[src/rtl/bird_io_pkg.sv]
// rtl/bird_io_pkg.sv - shared constants and types for the bird I/O bridge
// Contents: register offsets, STATUS/CTRL bit positions, TX FSM state enum.

package bird_io_pkg;

  // Register offsets within the 16-word I/O window
  localparam logic [3:0] REG_TXDATA  = 4'd0;
  localparam logic [3:0] REG_STATUS  = 4'd1;
  localparam logic [3:0] REG_BAUDDIV = 4'd2;
  localparam logic [3:0] REG_CTRL    = 4'd3;

  // STATUS bit positions; the FIFO count occupies [10:4]
  localparam int ST_FULL      = 0;
  localparam int ST_EMPTY     = 1;
  localparam int ST_BUSY      = 2;
  localparam int ST_OVERFLOW  = 3;
  localparam int ST_COUNT_LSB = 4;
  localparam int ST_COUNT_W   = 7;

  // CTRL bit positions
  localparam int CTRL_TX_EN   = 0;
  localparam int CTRL_CLR_OVF = 1;
  localparam int CTRL_ODD_PAR = 2;

  typedef enum logic [2:0] {
    TX_IDLE,
    TX_START,
    TX_DATA,
    TX_PARITY,
    TX_STOP
  } tx_state_e;

endpackage

[src/rtl/bird_tx_fifo.sv]
// rtl/bird_tx_fifo.sv - synchronous byte FIFO feeding the UART transmitter
// Ports: clk, rst_n (async active-low), push/wdata, pop/rdata (head, combinational),
//        full, empty, count. A push while full is accepted only if a pop lands
//        in the same cycle; a pop while empty is ignored.

module bird_tx_fifo #(
  parameter int DEPTH = 8,
  parameter int WIDTH = 8
) (
  input  logic                     clk,
  input  logic                     rst_n,
  input  logic                     push,
  input  logic [WIDTH-1:0]         wdata,
  input  logic                     pop,
  output logic [WIDTH-1:0]         rdata,
  output logic                     full,
  output logic                     empty,
  output logic [$clog2(DEPTH):0]   count
);

  localparam int AW = $clog2(DEPTH);
  localparam logic [AW:0] FULL_CNT = (AW + 1)'(DEPTH);

  logic [WIDTH-1:0] mem [DEPTH];
  logic [AW-1:0]    wr_ptr;
  logic [AW-1:0]    rd_ptr;
  logic [AW:0]      cnt;
  logic             do_push;
  logic             do_pop;

  assign empty   = (cnt == '0);
  assign full    = (cnt == FULL_CNT);
  assign count   = cnt;
  assign rdata   = mem[rd_ptr];
  assign do_pop  = pop & ~empty;
  // A simultaneous pop frees the slot the push needs, so full alone does not block it
  assign do_push = push & (~full | do_pop);

  always_ff @(posedge clk or negedge rst_n) begin
    if (!rst_n) begin
      wr_ptr <= '0;
      rd_ptr <= '0;
      cnt    <= '0;
    end else begin
      if (do_push) wr_ptr <= wr_ptr + AW'(1);
      if (do_pop)  rd_ptr <= rd_ptr + AW'(1);
      case ({do_push, do_pop})
        2'b10:   cnt <= cnt + (AW + 1)'(1);
        2'b01:   cnt <= cnt - (AW + 1)'(1);
        default: cnt <= cnt;
      endcase
    end
  end

  always_ff @(posedge clk) begin
    if (do_push) mem[wr_ptr] <= wdata;
  end

endmodule

[src/rtl/bird_io_bridge.sv]
// rtl/bird_io_bridge.sv - CPU memory-port bridge: RAM pass-through plus UART TX registers
// Ports: clk, rst_n (async active-low); cpu_address/cpu_wdata/cpu_memwt from the CPU,
//        cpu_rdata back to the CPU (combinational); ram_rdata/ram_we to the RAM;
//        uart_tx serial output (idle high).
// Build option: BIRD_IO_PARITY_EN adds a parity bit after the data bits, with CTRL[2]
//        selecting odd parity.

module bird_io_bridge #(
  parameter int          FIFO_DEPTH = 8,
  parameter logic [15:0] BAUD_RESET = 16'd433,
  parameter logic [11:0] IO_BASE    = 12'hFF0
) (
  input  logic        clk,
  input  logic        rst_n,
  input  logic [11:0] cpu_address,
  input  logic [15:0] cpu_wdata,
  input  logic        cpu_memwt,
  output logic [15:0] cpu_rdata,
  input  logic [15:0] ram_rdata,
  output logic        ram_we,
  output logic        uart_tx
);

  import bird_io_pkg::*;

  localparam int CW = $clog2(FIFO_DEPTH) + 1;

  // ---------------------------------------------------------------- decode
  logic       io_sel;
  logic [3:0] reg_off;
  logic       io_wr;

  assign io_sel  = (cpu_address[11:4] == IO_BASE[11:4]);
  assign reg_off = cpu_address[3:0];
  assign io_wr   = cpu_memwt & io_sel;
  assign ram_we  = cpu_memwt & ~io_sel;

  // ---------------------------------------------------------------- FIFO
  logic          fifo_push;
  logic          fifo_pop;
  logic          fifo_full;
  logic          fifo_empty;
  logic [7:0]    fifo_head;
  logic [CW-1:0] fifo_count;

  assign fifo_push = io_wr && (reg_off == REG_TXDATA);

  bird_tx_fifo #(
    .DEPTH (FIFO_DEPTH),
    .WIDTH (8)
  ) u_fifo (
    .clk   (clk),
    .rst_n (rst_n),
    .push  (fifo_push),
    .wdata (cpu_wdata[7:0]),
    .pop   (fifo_pop),
    .rdata (fifo_head),
    .full  (fifo_full),
    .empty (fifo_empty),
    .count (fifo_count)
  );

  // ---------------------------------------------------------------- registers
  logic [15:0] baud_div;
  logic        tx_en;
  logic        overflow;
  logic        odd_par;

  always_ff @(posedge clk or negedge rst_n) begin
    if (!rst_n) begin
      baud_div <= BAUD_RESET;
      tx_en    <= 1'b1;
      overflow <= 1'b0;
    end else begin
      // A dropped push is one that found the FIFO full with no pop freeing a slot
      if (fifo_push && fifo_full && !fifo_pop) overflow <= 1'b1;
      if (io_wr && (reg_off == REG_BAUDDIV)) baud_div <= cpu_wdata;
      if (io_wr && (reg_off == REG_CTRL)) begin
        tx_en <= cpu_wdata[CTRL_TX_EN];
        if (cpu_wdata[CTRL_CLR_OVF]) overflow <= 1'b0;
      end
    end
  end

`ifdef BIRD_IO_PARITY_EN
  always_ff @(posedge clk or negedge rst_n) begin
    if (!rst_n) begin
      odd_par <= 1'b0;
    end else if (io_wr && (reg_off == REG_CTRL)) begin
      odd_par <= cpu_wdata[CTRL_ODD_PAR];
    end
  end
`else
  assign odd_par = 1'b0;
`endif

  // ---------------------------------------------------------------- TX FSM
  tx_state_e   state;
  tx_state_e   state_d;
  logic [15:0] baud_cnt;
  logic [15:0] baud_d;
  logic [2:0]  bit_idx;
  logic [2:0]  idx_d;
  logic [7:0]  shreg;
  logic [7:0]  shreg_d;
  logic        bit_end;

  assign bit_end = (baud_cnt == 16'd0);

  always_ff @(posedge clk or negedge rst_n) begin
    if (!rst_n) begin
      state    <= TX_IDLE;
      baud_cnt <= 16'd0;
      bit_idx  <= 3'd0;
      shreg    <= 8'd0;
    end else begin
      state    <= state_d;
      baud_cnt <= baud_d;
      bit_idx  <= idx_d;
      shreg    <= shreg_d;
    end
  end

  always_comb begin
    state_d  = state;
    baud_d   = baud_cnt;
    idx_d    = bit_idx;
    shreg_d  = shreg;
    fifo_pop = 1'b0;

    // Every bit reloads the counter from the live BAUDDIV, so a new divisor
    // applies from the next bit boundary onward.
    if ((state != TX_IDLE) && !bit_end) baud_d = baud_cnt - 16'd1;

    case (state)
      TX_IDLE: begin
        if (tx_en && !fifo_empty) begin
          fifo_pop = 1'b1;
          shreg_d  = fifo_head;
          baud_d   = baud_div;
          state_d  = TX_START;
        end
      end
      TX_START: begin
        if (bit_end) begin
          idx_d   = 3'd0;
          baud_d  = baud_div;
          state_d = TX_DATA;
        end
      end
      TX_DATA: begin
        if (bit_end) begin
          idx_d  = bit_idx + 3'd1;
          baud_d = baud_div;
          if (bit_idx == 3'd7) begin
`ifdef BIRD_IO_PARITY_EN
            state_d = TX_PARITY;
`else
            state_d = TX_STOP;
`endif
          end
        end
      end
`ifdef BIRD_IO_PARITY_EN
      TX_PARITY: begin
        if (bit_end) begin
          baud_d  = baud_div;
          state_d = TX_STOP;
        end
      end
`endif
      TX_STOP: begin
        // Chain straight into the next frame so back-to-back bytes have no idle gap;
        // a cleared tx_en is honoured here, after the current frame completes.
        if (bit_end) begin
          if (tx_en && !fifo_empty) begin
            fifo_pop = 1'b1;
            shreg_d  = fifo_head;
            baud_d   = baud_div;
            state_d  = TX_START;
          end else begin
            state_d = TX_IDLE;
          end
        end
      end
      default: state_d = TX_IDLE;
    endcase
  end

  // Decoded from state so reset forces the line high without waiting for a clock
  always_comb begin
    uart_tx = 1'b1;
    case (state)
      TX_START:  uart_tx = 1'b0;
      TX_DATA:   uart_tx = shreg[bit_idx];
`ifdef BIRD_IO_PARITY_EN
      TX_PARITY: uart_tx = (^shreg) ^ odd_par;
`endif
      default:   uart_tx = 1'b1;
    endcase
  end

  // ---------------------------------------------------------------- read mux
  logic [ST_COUNT_W-1:0] count_ext;
  logic [15:0]           status;
  logic [15:0]           ctrl_rd;
  logic [15:0]           reg_rdata;

  assign count_ext = ST_COUNT_W'(fifo_count);

  always_comb begin
    status                                  = 16'd0;
    status[ST_FULL]                         = fifo_full;
    status[ST_EMPTY]                        = fifo_empty;
    status[ST_BUSY]                         = (state != TX_IDLE);
    status[ST_OVERFLOW]                     = overflow;
    status[ST_COUNT_LSB +: ST_COUNT_W]      = count_ext;

    ctrl_rd               = 16'd0;
    ctrl_rd[CTRL_TX_EN]   = tx_en;
    ctrl_rd[CTRL_ODD_PAR] = odd_par;

    reg_rdata = 16'd0;
    case (reg_off)
      REG_STATUS:  reg_rdata = status;
      REG_BAUDDIV: reg_rdata = baud_div;
      REG_CTRL:    reg_rdata = ctrl_rd;
      default:     reg_rdata = 16'd0;
    endcase

    cpu_rdata = io_sel ? reg_rdata : ram_rdata;
  end

endmodule

[config.mk]
export PLATFORM = sky130hd
export DESIGN_NAME = bird_io_bridge
export DESIGN_NICKNAME = d
export VERILOG_FILES = /design/src/rtl/bird_io_pkg.sv /design/src/rtl/bird_tx_fifo.sv /design/src/rtl/bird_io_bridge.sv
export SDC_FILE = /design/constraint.sdc
export NUM_CORES = 1
export LEC_CHECK = 0
export CAP_MARGIN = 25
export CORE_MARGIN = 10
export CORE_UTILIZATION = 60
export CTS_BUF_LIST = sky130_fd_sc_hd__clkbuf_4 sky130_fd_sc_hd__clkbuf_8 sky130_fd_sc_hd__clkbuf_16
export DETAILED_ROUTE_END_ITERATION = 8
export GPL_ROUTABILITY_DRIVEN = 0
export HOLD_SLACK_MARGIN = 0.03
export PLACE_DENSITY = 0.86
export SLEW_MARGIN = 5
export SYNTH_ARGS = -nofsm -noshare
export SYNTH_HDL_FRONTEND = slang
export SYNTH_HIERARCHICAL = 1
export SYNTH_SLANG_ARGS = --single-unit
export TNS_END_PERCENT = 30
[constraint.sdc]
create_clock -name clk -period 8.3 [get_ports clk]
set_input_delay 2.49 -clock clk [delete_from_list [all_inputs] [get_ports clk]]
set_output_delay 2.49 -clock clk [all_outputs]
set_load 0.02 [all_outputs]
==> flow_summary.yaml <==
timing:
  finalClockSkew_ns: 0.00862
  setup_tns_ns: 0
  finalCriticalPeriod_ns: 7.60
  rsz0062_at_grt: "false"
  setup_violations: 0
  slew_headroom_pct: 36.2
  tightest_slew_ns: 0.956
  clock.fmax_mhz: 132
  hold_violations: 0
  period_share_pct: 91.6
  final_max_slew_viol_count: 0
yosys:
  synth_nets: 531
  synth_seq_area_share_pct: 54.9
  netlist_top_cells_area: "edfxtp_1 31%, dfrtp_1 21%, mux2_2 6.9%"
  ys_seq_elements: 122
  yosys_warnings: 6
  yosysMostFrequentCell: "edfxtp_1"
  avgSynthCellArea_sq_um: 13.0
  synth_ff_type: "edfxtp_1"
  synth_enable_flop_cells: 64
  synth_top_area_share_pct: 31.2
  ys_async_sr_fraction_pct: 47.5
  syn_inst: 475
  synth_area_sq_um: 6160
  synth_cell_type_count: 63
  synthTopCellsByCount: "64 x edfxtp_1, 52 x dfrtp_1, 50 x nand2_1"
  yosys.area.top_type: "edfxtp_1"
setup_path:
  slowest_stage: "clkdlybuf4s50_1"
  path_class: "in2out"
  required_ns: 5.81
  path_cells: "clkdlybuf4s50_1 > nand4_1 > or2_2 > or3_1 > o21ai_0 > clkdlybuf4s50_1"
  critPathCaptureType: "output pin"
  path_max_fanout: 27
  cpPeakStageDelay_ns: 0.69
  cp.arrival_ns: 5.11
  critPathLaunchType: "input pin"
  crit_top_cell: "clkdlybuf4s50_1"
finish:
  final_cells: 687
  nets: 598
  ff_latch_area_sq_um: 3380
  final_area_sq_um: 7410
  synthToLayoutAreaGrowth_pct: 20.2
  multi_input_area_sq_um: 2570
  fillers: 588
  antenna_cells: 0
  drive_gt1_share_pct: 19.5
drt:
  drtIter0Drc: 415
  vias_per_cell: 6.29
  postRouteAntennaNets: 0
  drc: 0
  post_drt_wl_per_cell_um: 22.6
  dr.pass1.iters: 6
  vias: 4319
  wirelength_mm: 15.5
die:
  dieArea_sq_um: 14700
  num_rows: 36
  initial_core_util_pct: 62.2
  core_region_area_sq_um: 9910
  die_h_um: 121
  pin_count: 65
  die_w_um: 121
pwr:
  ir_worst_vdd_mv: 0.185
  p_comb_share_pct: 13.1
  p_leak_nw: 2.91
  p_sw_uw: 408
  seq_power_share_pct: 43.9
  swShare_pct: 25.5
  intPower_mw: 1.19
  pwr-share-clk_pct: 43.0
  power_density_nw_per_um2: 216
clock_network:
  cts_buffer_depth: 2
  cts.sinks: 122
  clkTransAtPathRegs_ns: 0.06
  post_cts_resized: 0
  postCtsSetupBuffers: 0
  insertion_delay_ns: 0.53
  numCtsBuffers: 17
  root_buffer: "clkbuf_8"
  h-tree-depth: 4
  cts_tree: "yes"
  cts.hold.buffers_added: 0
min_path:
  min_path_type: "reg2reg"
grt:
  grt_pass1_wl_mm: 23.8
  grt_pass1_vias: 4496
  antenna_found_initial: 0
  grt_max_degree: 59
  grt_use_total_pct: 21.3
  grt-ovfl-total: 0
placement:
  place_inst: 654
  placed_area_sq_um: 6830
  portBuffers: 64
  dp_hpwl_mm: 10.1
run:
  drv_cap: 0
run_status:
  status: "complete, no violations"
[state kept, by name (all words and copies together) (netlist names)]
name	flops
baud_div	16
shreg	8
u_fifo/count	4
bit_idx	3
u_fifo/rd_ptr	3
u_fifo/wr_ptr	3
overflow	1
state	3
baud_cnt	16
u_fifo/mem	64
tx_en	1
[critical path, delay by kind of cell]
family / cells / cell delay (ns)
and+or+nand+nor: 3 / 1.14
buffers and inverters: 2 / 1.16
AOI/OAI and AO/OA: 1 / 0.31
[kinds of logic after synthesis]
logic type                 Yosys count  synth area share, %
AOI/OAI and AO/OA                   76                 8.32
xor gates and xnor gates            18                 2.56
adders and majority gates            9                 1.95
buffers and inverters               33                 3.43
DFF                                122                 54.9
muxes                               68                 16.5
and+or+nand+nor                    149                 12.4
[metal layers]
layer / track usage (%) / routed length (um) / vias up
li1: - / - / 1928
met1: 24.5 / 5780 / 2126
met2: 35.2 / 8190 / 222
met3: 6.47 / 1150 / 43
met4: 11.0 / 422 / 0
met5: 0 / 0 / -
[final cells by class]
| class | count | share of cell area [%] |
|---|---|---|
| Inverter | 11 | 0.557 |
| Clock buffer | 18 | 5.69 |
| Clock inverter | 13 | 1.72 |
| Multi-Input combinational cell | 320 | 34.7 |
| Tap cell | 133 | 2.25 |
| Timing Repair Buffer | 70 | 9.46 |
| Sequential cell | 122 | 45.6 |
[layout by cell type (no fill, tap or decap), types with 4 or more instances in the layout]
cell type	count
nand3_1	9
mux4_2	8
xnor2_1	7
clkbuf_16	16
nor2_1	31
dfrtp_1	52
ha_1	8
buf_4	4
a21oi_1	17
mux2i_1	7
dfstp_2	6
mux2_4	5
mux4_1	10
mux2_2	38
a22oi_1	10
o21ai_0	23
nand2_1	50
inv_1	11
a22o_1	4
nor4_1	5
xor2_1	11
or3_1	8
nor3_1	10
edfxtp_1	64
clkinv_1	4
clkdlybuf4s50_1	63
nand4_1	7
nand2b_1	7
or2_2	4
[through the flow]
stage          hold WS, ns  util [%]  setup slack, ns  total power, mW
4_1_cts              0.512      74.4            0.701             1.60
2_1_floorplan        0.474         -             1.83            0.830
6_report             0.511      74.8            0.699             1.60
3_3_place_gp         0.490      68.9            0.944            0.892
5_1_grt              0.530      74.8            0.573             1.65
3_5_place_dp         0.500      68.9            0.802            0.904
[worst paths after layout]
path	from	to	slack, ns	cells past startpoint
setup / recovery	cpu_address[10]	cpu_rdata[4]	0.70	6
hold / removal	shreg[6]$_DFFE_PN0P_	shreg[6]$_DFFE_PN0P_	0.51	1
setup reg to reg	baud_cnt[0]$_DFF_PN0_	u_fifo/count[3]$_DFFE_PN0P_	3.71	15
hold reg to reg	shreg[6]$_DFFE_PN0P_	shreg[6]$_DFFE_PN0P_	0.51	1
max in group asynchronous	rst_n	u_fifo/wr_ptr[2]$_DFFE_PN0P_	5.69	2
min in group asynchronous	rst_n	bit_idx[0]$_DFFE_PN0P_	2.11	2
[power groups by stage]
| stage | Sequential, mW | Clock, mW | Combinational (mW) |
|---|---|---|---|
| 5_1_grt | 0.704 | 0.719 | 0.227 |
| 4_1_cts | 0.703 | 0.693 | 0.200 |
| 3_5_place_dp | 0.711 | 0 | 0.194 |
| 3_3_place_gp | 0.708 | 0 | 0.184 |
| 2_1_floorplan | 0.697 | 0 | 0.133 |
| 6_report | 0.701 | 0.687 | 0.210 |
Power figures use the tool's default switching activity.
